<file path="config.mk">
export PLATFORM = sky130hd
export DESIGN_NAME = pipe_hazard_ctrl
export DESIGN_NICKNAME = d
export VERILOG_FILES = /design/src/rtl/pipe_hazard_ctrl.sv
export SDC_FILE = /design/constraint.sdc
export NUM_CORES = 1
export LEC_CHECK = 0
export ABC_AREA = 1
export BUFFER_PORTS_ARGS = -buffer_cell sky130_fd_sc_hd__buf_2
export CORE_MARGIN = 2
export CORE_UTILIZATION = 48
export CTS_CLUSTER_DIAMETER = 100
export DETAILED_ROUTE_END_ITERATION = 12
export PLACE_DENSITY = 0.77
export SYNTH_ARGS = -nofsm -noshare
export SYNTH_HDL_FRONTEND = slang
export SYNTH_SLANG_ARGS = --single-unit
</file>
<file path="constraint.sdc">
create_clock -name Clk -period 1.65 [get_ports Clk]
set_input_delay 0.165 -clock Clk [delete_from_list [all_inputs] [get_ports Clk]]
set_output_delay 0.165 -clock Clk [all_outputs]
set_load 0.01 [all_outputs]
</file>
<file path="src/rtl/pipe_hazard_ctrl.sv">
// Hazard, branch-flush and drain/halt sequencing for a five-stage pipeline without forwarding.
// Enables and flush controls are Mealy outputs; state and debug counters are registered.
module pipe_hazard_ctrl #(
    parameter int CNT_W     = 16,
    parameter bit WB_BYPASS = 1'b0
) (
    input  logic             Clk,
    input  logic             Rst,
    input  logic [4:0]       Rs_ID,
    input  logic [4:0]       Rt_ID,
    input  logic             UsesRt_ID,
    input  logic             RegWrite_EX,
    input  logic             RegWrite_MEM,
    input  logic             RegWrite_WB,
    input  logic [4:0]       WriteReg_EX,
    input  logic [4:0]       WriteReg_MEM,
    input  logic [4:0]       WriteReg_WB,
    input  logic             BranchTaken_MEM,
    input  logic             HaltReq,
    input  logic             Resume,
    output logic             PCWrite,
    output logic             IFIDWrite,
    output logic             IFIDFlush,
    output logic             IDEXBubble,
    output logic             EXMEMFlush,
    output logic             Halted,
    output logic [1:0]       State,
    output logic [CNT_W-1:0] StallCnt,
    output logic [CNT_W-1:0] FlushCnt
);

    localparam logic [1:0] ST_RUN    = 2'b00;
    localparam logic [1:0] ST_DRAIN  = 2'b01;
    localparam logic [1:0] ST_HALTED = 2'b10;

    logic [1:0]       state_q, state_d;
    logic [1:0]       dcnt_q, dcnt_d;
    logic [CNT_W-1:0] stall_q, stall_d;
    logic [CNT_W-1:0] flush_q, flush_d;
    logic             halted_q, halted_d;
    logic             hit_rs, hit_rt, hz;

    function automatic logic src_hit(input logic [4:0] src, input logic we, input logic [4:0] wr);
        return we && (wr == src) && (src != 5'd0);
    endfunction

    function automatic logic [CNT_W-1:0] sat_inc(input logic [CNT_W-1:0] c);
        return (&c) ? c : c + 1'b1;
    endfunction

    // With a write-before-read register bank the WB stage never conflicts.
    always_comb begin
        hit_rs = src_hit(Rs_ID, RegWrite_EX, WriteReg_EX) |
                 src_hit(Rs_ID, RegWrite_MEM, WriteReg_MEM) |
                 (!WB_BYPASS && src_hit(Rs_ID, RegWrite_WB, WriteReg_WB));
        hit_rt = src_hit(Rt_ID, RegWrite_EX, WriteReg_EX) |
                 src_hit(Rt_ID, RegWrite_MEM, WriteReg_MEM) |
                 (!WB_BYPASS && src_hit(Rt_ID, RegWrite_WB, WriteReg_WB));
        hz     = hit_rs | (UsesRt_ID & hit_rt);
    end

    always_comb begin
        PCWrite    = 1'b1;
        IFIDWrite  = 1'b1;
        IFIDFlush  = 1'b0;
        IDEXBubble = 1'b0;
        EXMEMFlush = 1'b0;
        if (Rst) begin
            PCWrite    = 1'b0;
            IFIDWrite  = 1'b0;
            IFIDFlush  = 1'b1;
            IDEXBubble = 1'b1;
            EXMEMFlush = 1'b1;
        end else if (BranchTaken_MEM) begin
            IFIDFlush  = 1'b1;
            IDEXBubble = 1'b1;
            EXMEMFlush = 1'b1;
        end else if (hz) begin
            PCWrite    = 1'b0;
            IFIDWrite  = 1'b0;
            IDEXBubble = 1'b1;
        end else if (state_q != ST_RUN) begin
            // PC holds the first unissued instruction; nops fill IF/ID.
            PCWrite   = 1'b0;
            IFIDFlush = 1'b1;
        end
    end

    always_comb begin
        state_d = state_q;
        dcnt_d  = dcnt_q;
        stall_d = stall_q;
        flush_d = flush_q;
        if (BranchTaken_MEM)
            flush_d = sat_inc(flush_q);
        else if (hz)
            stall_d = sat_inc(stall_q);
        case (state_q)
            ST_RUN: begin
                if (HaltReq) begin
                    state_d = ST_DRAIN;
                    dcnt_d  = 2'd0;
                end
            end
            ST_DRAIN: begin
                if (BranchTaken_MEM)
                    dcnt_d = 2'd0;
                else if (!hz) begin
                    if (dcnt_q == 2'd3)
                        state_d = ST_HALTED;
                    else
                        dcnt_d = dcnt_q + 2'd1;
                end
            end
            ST_HALTED: begin
                if (Resume)
                    state_d = ST_RUN;
            end
            default: state_d = ST_RUN;
        endcase
        halted_d = (state_d == ST_HALTED);
    end

    always_ff @(posedge Clk or posedge Rst) begin
        if (Rst) begin
            state_q  <= ST_RUN;
            dcnt_q   <= 2'd0;
            stall_q  <= '0;
            flush_q  <= '0;
            halted_q <= 1'b0;
        end else begin
            state_q  <= state_d;
            dcnt_q   <= dcnt_d;
            stall_q  <= stall_d;
            flush_q  <= flush_d;
            halted_q <= halted_d;
        end
    end

    assign State    = state_q;
    assign Halted   = halted_q;
    assign StallCnt = stall_q;
    assign FlushCnt = flush_q;

endmodule

</file>
* Word level (Yosys, flattened, before mapping) *
Cells that the tools add are included.

storage, ports and cells
  logic and storage cells = 79
  output and inout port bits = 40
  bits of input ports = 34
  register bits = 37

cells by class
  equality and inequality tests = 13
  muxes and demuxes = 27
  add/subtract/negate cells = 3
  reductions and logical operators = 22
  bitwise logic cells = 9

operator list
  cell                                                              number
  16-bit by 1-bit adder with 16-bit output (second input constant)  2
  16-bit AND reduction                                              2
  5-bit == test                                                     6
  2-bit 2-to-1 mux                                                  9
  1-bit 2-to-1 mux                                                  16
  1-bit logical AND                                                 12
  5-bit nonzero test                                                2
  2-bit == test (second input constant)                             3
  3-bit != test (second input constant)                             2
  2-bit case mux with 3 select lines                                1
  1-bit OR                                                          5
  2-bit case mux with 2 select lines                                1
  4-bit AND reduction                                               1
  2-bit nonzero test                                                2
  1-bit inverter                                                    3
  3-bit AND reduction                                               1
  2-bit by 1-bit adder with 2-bit output (second input constant)    1
  2-bit by 1-bit == test with 1-bit output (second input constant)  1
  2-bit zero test                                                   1
  2-bit != test (second input constant)                             1
  2-bit AND reduction                                               1
  1-bit bitwise AND                                                 1

* Logic depth before layout (Yosys ltp) *
Gate-level depths: netlist of run 1.

  depth in word-level cells = 11
  mapped depth = 13
  depth with buffers taken out = 12

* Worst setup path after synthesis of run 1 *
No wires, ideal clock.

  path kind = register to register
  start point = reg stall_q[0] (netlist: StallCnt[0])
  end point = reg stall_q[3] (netlist: StallCnt[3])
  required time = 1.534 ns
  period minus slack after synthesis = 1.713 ns
  stages on the path, launching flop included = 11
  setup time = 0.116 ns
  path slack = -0.063 ns
  path buffers = 1
  arrival = 1.597 ns
  cells stage by stage = dfrtp_1 > ha_1 > nand3_1 > nand3b_4 > nor3_2 > nand2_1 > nand3_2 > inv_2 > buf_12 > nand2_2 > nand2_1

between the ends
  word-level cells in the longest chain between the ends = 3
  elaborated cells between the ends (all ways) = 4
  those cells by class = 1 x add/sub; 1 x bitwise; 2 x reduce/logical

ends and longest elaborated chain
  what                                                                                              RTL line  text
  start: declaration                                                                                38        logic [CNT_W-1:0] stall_q, stall_d;
  start signal: assignment                                                                          134       stall_q <= stall_d;
  parallel branches: the longest is 3 deep, another holds 16-bit by 1-bit adder with 16-bit output  n/a

Several ways; the timed one is not identified.
A chain may end at the register's enable or synchronous reset.

* Worst setup path in the final report of run 1 *
  start point = reg flush_q[0] (netlist: FlushCnt[0])
  end point = reg flush_q[4] (netlist: FlushCnt[4])

between the ends
  word-level cells in the longest chain between the ends = 3
  elaborated cells between the ends (all ways) = 4
  those cells by class = 1 x add/sub; 1 x bitwise; 2 x reduce/logical

ends and longest elaborated chain
  what                                                                                              RTL line  text
  start: declaration                                                                                39        logic [CNT_W-1:0] flush_q, flush_d;
  start signal: assignment                                                                          135       flush_q <= flush_d;
  parallel branches: the longest is 3 deep, another holds 16-bit by 1-bit adder with 16-bit output  n/a

Several ways; the timed one is not identified.

==> results of run 1 <==
## timing repair
action,in CTS,in global routing
endpoints found under the hold margin,3,0
buffers inserted,0,3
hold buffers,1,0
setup endpoints to repair,0,22
resized for setup,0,10
## power breakdown
part / leakage (nW) / switching [mW] / total, mW / internal, mW
Clock: 0.0681 / 0.337 / 0.938 / 0.601
Combinational: 1.32 / 0.686 / 1.20 / 0.512
Sequential: 0.485 / 0.172 / 1.25 / 1.08
## synthesized netlist by cell type (6+ instances only)
| cell | number | area, sq um |
|---|---|---|
| nand2_1 | 134 | 503 |
| inv_1 | 40 | 150 |
| dfrtp_1 | 37 | 926 |
| o21ai_1 | 6 | 30.0 |
| nand3_1 | 21 | 105 |
| o21ai_0 | 9 | 45.0 |
| inv_2 | 11 | 41.3 |
| xor2_1 | 18 | 158 |
| nand4_1 | 10 | 62.6 |
| nand2_2 | 13 | 81.3 |
| xnor2_1 | 11 | 96.3 |
| nor2_1 | 42 | 158 |
| nor3_1 | 8 | 40.0 |
## registers in the layout, indices dropped and copies added (netlist names)
register,flops
FlushCnt,16
StallCnt,16
State,2
dcnt_q,2
Halted,1
## worst max-delay path by stage
| stage | slack (ns) | end | depth (start not counted) |
|---|---|---|---|
| floorplan | 0.02 | StallCnt[3]$_DFFE_PP0P_ | 10 |
| global placement | 0.08 | FlushCnt[7]$_DFFE_PP0P_ | 8 |
| detailed placement | 0.06 | StallCnt[11]$_DFFE_PP0P_ | 9 |
| CTS | 0.04 | StallCnt[11]$_DFFE_PP0P_ | 9 |
| global route | -0.003 | FlushCnt[4]$_DFFE_PP0P_ | 9 |
| finish | 0.08 | FlushCnt[4]$_DFFE_PP0P_ | 9 |
## area by class of cell
class / count / share of cell area [%]
sequential: 37 / 27.4
timing repair buffer: 91 / 15.1
inverter: 51 / 5.84
multi-input combinational: 296 / 45.1
clock buffer: 5 / 2.03
tap: 72 / 2.66
clock inverter: 3 / 1.92
## worst reg2reg max path, stage by stage, from the launching register on
cell	delay [ns]
dfrtp_1	0.36
ha_2	0.20
nand3_2	0.12
nor2_1	0.12
nand3_1	0.08
nand2_2	0.13
nor2_4	0.06
buf_4	0.14
buf_4	0.13
xor2_1	0.13
## layout by cell type, fill, tap and decap left out, types with 8 or more instances in the layout
cell	n
nand3_1	21
buf_2	73
buf_4	15
nor3_1	8
xnor2_1	11
nor2_1	42
inv_1	39
xor2_1	18
dfrtp_1	35
nand2_1	134
inv_2	10
nand2_2	13
nand4_1	10
o21ai_0	8
## metrics by stage
step	cell area [sq um]	setup WS [ns]	setup TNS, ns
3_5_place_dp	3190	0.0580	0
5_1_grt	3390	-0.00294	-0.00294
6_report	3390	0.0771	0
3_3_place_gp	3190	0.0770	0
2_1_floorplan	2670	0.0206	0
4_1_cts	3330	0.0361	0
## layer usage
| metal | part of all wire (%) | vias up |
|---|---|---|
| met3 | 6.0 | 12 |
| met5 | 0 | - |
| met2 | 47 | 97 |
| li1 | - | 1391 |
| met1 | 45 | 1241 |
| met4 | 1.4 | 0 |
## logic make-up after synthesis
logic type	after synthesis	share of synthesized area (%)
xor+xnor	30	10.1
simple gates	241	40.6
compound gates	22	4.41
flops	37	34.7
fa+ha+maj	3	1.41
buf+inv	55	8.81
==> impl_results.md, run 1 <==
* Remaining antenna violation count at 0
* WP data arrival at approximately 1.8 ns
* P&R area growth vs syn at 26.9%
* Setup violators final at 0
* P per Cell Area at roughly 1000 nW/um^2
* Clock Latency Late Sink at slightly below 0.3 ns
* Inst Count DP at 543
* Critical path startpoint category: flip-flop
* Routed via count at 2741
* Peak VDD IR at 1.04 mV
* Initial Util at 49.1%
* Layout Cells excl Fill at 555
* Ys flop type: dfrtp_1
* Met2 usage at 37.1%
* First drt pass iteration count at 5
* Initial antenna violation count at 0
* CP cell instances: ha_2 > nand3_2 > nor2_1 > nand3_1 > nand2_2 > nor2_4 > buf_4 > buf_4 > xor2_1
* Num CTS Buffers at 5
* IO Pins at 74
* CP max stage delay at 0.36 ns
* Max-slew violations at 0
* Routed wire length at 6.66 mm
* Die Area at 6170 sq um
* Achievable frequency at 636 MHz
* Most used routing layer: met2
* TritonCTS Sinks at 37
* Tmin final at 1.57 ns
* Cells after Synth at 388
* Largest net degree at the start of global routing at 35
* GRT overflow at 0
* CP top delay family: simple AND/OR/NAND/NOR gates
* Post-synth EDFFs at 0
* GRT Util Overall at 22.2%
* Longest Clk Path Bufs at 2
* Critical R2R Launch: FlushCnt[0]$_DFFE_PP0P_
* Layout Skew at around 0.0056 ns
* GR Util met1 at 29.2%
* Syn avg cell area at 6.88 sq um
* Setup crit end kind: flip-flop
* Status: complete, no violations
* Hold path startpoint: Resume
* Total Power at 3.39 mW
* Leak at 1.87 nW
* RR Endpoint: FlushCnt[4]$_DFFE_PP0P_
* Register area share after synthesis at 34.7%
* CP dominant cell by count: buf_4
* CTS root buf: clkbuf_8
* Vias in the first global route at 2579
* WP data required at 1.82 ns
* Fillers at ~480
* First-pass GRT wire length at between 10 and 15 mm
* Ant. Diodes at 0
* RSZ-0062 raised after global routing: true
* Mapped Area at 2670 sq um
* Final Hold Fails at 0
* Period Utilization, post-route at roughly 95%
* Register area at 928 sq um
* Final core occ at 62.3%
* Clk pin slew, worst setup/hold paths at approximately 0.080 ns
* CTS tree: done
* Hold endpoint: State[1]$_DFF_PP0_
* R2R cell count at 9
* Hold Crit Class: in2reg
* Routed vias/inst at 4.94
* Count of cell types in the netlist at 30
* Die W at 78.6 microns
* Final HPWL DP at 5.08 mm
* Crit path buffers/inverters at 2
* # rows at 27
* Slowest-stage cell, CP: dfrtp_1
* Critical Path Source: FlushCnt[0]$_DFFE_PP0P_
* Hold slack at 0.0819 ns
* Die Ht at 78.6 microns
* GR Layer Usage met3 at slightly above 4%
* Nets at 519
* H-Tree Depth at 2
* Wire per inst at between 10 and 15 microns
* Post-synthesis async set-or-reset flop share at 100%
* Initial DRC count at about 140
* Worst Hold Depth at 2
* Syn_nets at 425
* Flop2flop setup slack at 0.08 ns
* Max-cap violations at 0
* Max-slew headroom at 70.4%
* Synth Warn # at 0
* Core area at 5440 sq um
* Worst-Margin Slew at 0.444 ns
* Layout cell share with drive strength beyond 1 at 28.8%
* RePlAce Congestion at 0.980
* Worst Path Max Fanout at 3
* Multi-input gate area at 1530 sq um
* CP Class: reg2reg
* FF+latch count, synth at 37
* I/O Buffers at between 70 and 80
* Residual DRC at 0
No activity file was read; power rests on OpenSTA's default activity.
==> run 2: changes to the inputs <==
CORE_MARGIN = default   (was 2)
GPL_TIMING_DRIVEN = 0   (was default)
RECOVER_POWER = 25   (was default)
==> impl_results.md, run 2 (synthesized netlist as in run 1, its figures left out) <==
* Status: complete, no violations
* CTS root buf: clkbuf_8
* Largest net degree at the start of global routing at 20
* Wire per inst at 12.2 microns
* Hold slack at 0.0858 ns
* Num CTS Buffers at 5
* Tmin final at roughly 1.6 ns
* H-Tree Depth at 2
* Final core occ at 64.7%
* Initial antenna violation count at 0
* Leak at around 1.8 nW
* Period Utilization, post-route at between 90% and 100%
* Setup violators final at 0
* Die Ht at between 70 and 80 microns
* Commonest non-fill, non-tap cell in the layout: nand2_1
* Clk pwr share at 21.9%
* WP data arrival at 1.75 ns
* Pint at 1.99 mW
* Sequential share of power at between 30% and 40%
* TritonCTS Sinks at 37
* I/O Buffers at 73
* Peak VDD IR at 0.951 mV
* Clk pin slew, worst setup/hold paths at 0.08 ns
* Nets at 519
* Routed vias/inst at roughly 5
* Worst-Margin Slew at 0.915 ns
* P per Cell Area at roughly 950 nW/um^2
* Routed via count at 2801
* Post-route cell area at around 3400 sq um
* Achievable frequency at 639 MHz
* Logic pwr share at between 30% and 40%
* Met2 usage at 41.9%
* Final Hold Fails at 0
* Max-slew headroom at 38.7%
* RePlAce Congestion at 0.896
* Core area at approximately 5200 sq um
* Initial Util at 51.0%
* CP Class: reg2reg
* Vias in the first global route at 2594
* Residual DRC at 0
* First-pass GRT wire length at between 10 and 15 mm
* WP data required at ~1.8 ns
* Sw Share at 38.2%
* GRT Util Overall at around 24%
* Flop2flop setup slack at 0.09 ns
* Critical path startpoint category: flip-flop
* P&R area growth vs syn at 27.0%
* GR Util met1 at 31.4%
* Total Power at 3.21 mW
* Most frequent cells in the layout: nand2_1, buf_2, nor2_1
* Setup crit end kind: flip-flop
* GRT overflow at 0
* Max-cap violations at 0
* Die W at 76.6 microns
* Routed wire length at 6.74 mm
* IO Pins at 74
* CTS tree: done
* Max-slew violations at 0
* Worst Path Max Fanout at 10
* Hold Crit Class: in2reg
* Layout cell share with drive strength beyond 1 at 28.8%
* Remaining antenna violation count at 0
* Most used routing layer: met2
* Inst Count DP at 531
* Ant. Diodes at 0
* Longest Clk Path Bufs at 2
* Die Area at 5860 sq um
* First drt pass iteration count at 5
* Clock Latency Late Sink at around 0.29 ns
* Layout Cells excl Fill at 553
* GR Layer Usage met3 at under 10%
* # rows at 26
* Initial DRC count at 179
* Layout Skew at between 0.006 and 0.007 ns
* Switching pwr at about 1.2 mW
* Final HPWL DP at ~5 mm
* Dpl cell area at 3130 sq um
[run 2: changes by cell type in the layout (fill, tap and decap cells not counted), sizes merged]
cell,change
buf,-10
clkinvlp,+1
bufinv,-2
clkbuf,+11
[run 2: worst paths after layout]
check | cells past startpoint | start | end
worst max-delay path | 10 | StallCnt[1]$_DFFE_PP0P_ | StallCnt[5]$_DFFE_PP0P_
worst min register to register | 2 | dcnt_q[1]$_DFFE_PP0P_ | dcnt_q[1]$_DFFE_PP0P_
worst min-delay path | 2 | Resume | Halted$_DFF_PP0_
max in group asynchronous | 3 | Rst | StallCnt[8]$_DFFE_PP0P_
worst max register to register | 10 | StallCnt[1]$_DFFE_PP0P_ | StallCnt[5]$_DFFE_PP0P_
min in group asynchronous | 2 | Rst | FlushCnt[5]$_DFFE_PP0P_
[run 2: final cells by class]
| cell class | count | area, sq um |
|---|---|---|
| clock buffers | 7 | 96.3 |
| clock inverters | 1 | 5.00 |
| flip-flops and latches | 37 | 933 |
| repair inverters | 1 | 5.00 |
| repair buffers | 86 | 454 |
| inverters | 51 | 193 |
| fillers | 473 | 1850 |
| well taps | 70 | 87.6 |
| plain buffers | 4 | 43.8 |
| multi-input cells | 296 | 1570 |
[run 2: worst max-delay path: stages (launching register included)]
cell and delay [ns]:
dfrtp_1 0.40, ha_4 0.18, nand3_4 0.08, nand3b_4 0.19
nor3_4 0.12, nand2_1 0.08, nand3_2 0.11, inv_2 0.06
buf_12 0.14, nand2_2 0.05, nand2_1 0.05
[run 2: metrics by stage]
step / TNS [ns] / worst slack, ns
final: 0 / 0.0850
after global routing: -0.00169 / -0.00169
after CTS: 0 / 0.00883
after detailed placement: -2.76 / -0.186
after global placement: -1.89 / -0.134
after floorplan: 0 / 0.0206
[run 2: repair_timing]
item | CTS | global route
endpoints found under the hold margin | 18 | 0
gates resized for setup | 6 | 13
buffers inserted | 5 | 7
endpoints found under the setup margin | 24 | 24
cloned | 1 | 0
hold buffers | 1 | 0
pin swaps | 1 | 4
[run 2: power groups by stage]
| stage | clock [mW] | combinational [mW] | sequential, mW |
|---|---|---|---|
| after floorplan | 0 | 0.611 | 1.35 |
| after global routing | 0.760 | 1.36 | 1.31 |
| final | 0.703 | 1.23 | 1.28 |
| after detailed placement | 0 | 1.03 | 1.31 |
| after CTS | 0.714 | 1.18 | 1.27 |
| after global placement | 0 | 1.01 | 1.30 |
[run 2: metal layers]
| layer | routed length (microns) | vias to the layer above | share of wire (%) |
|---|---|---|---|
| li1 | - | 1398 | - |
| met1 | 3020 | 1309 | 45 |
| met2 | 3300 | 85 | 49 |
| met3 | 363 | 9 | 5.4 |
| met4 | 59 | 0 | 0.88 |
| met5 | 0 | - | 0 |
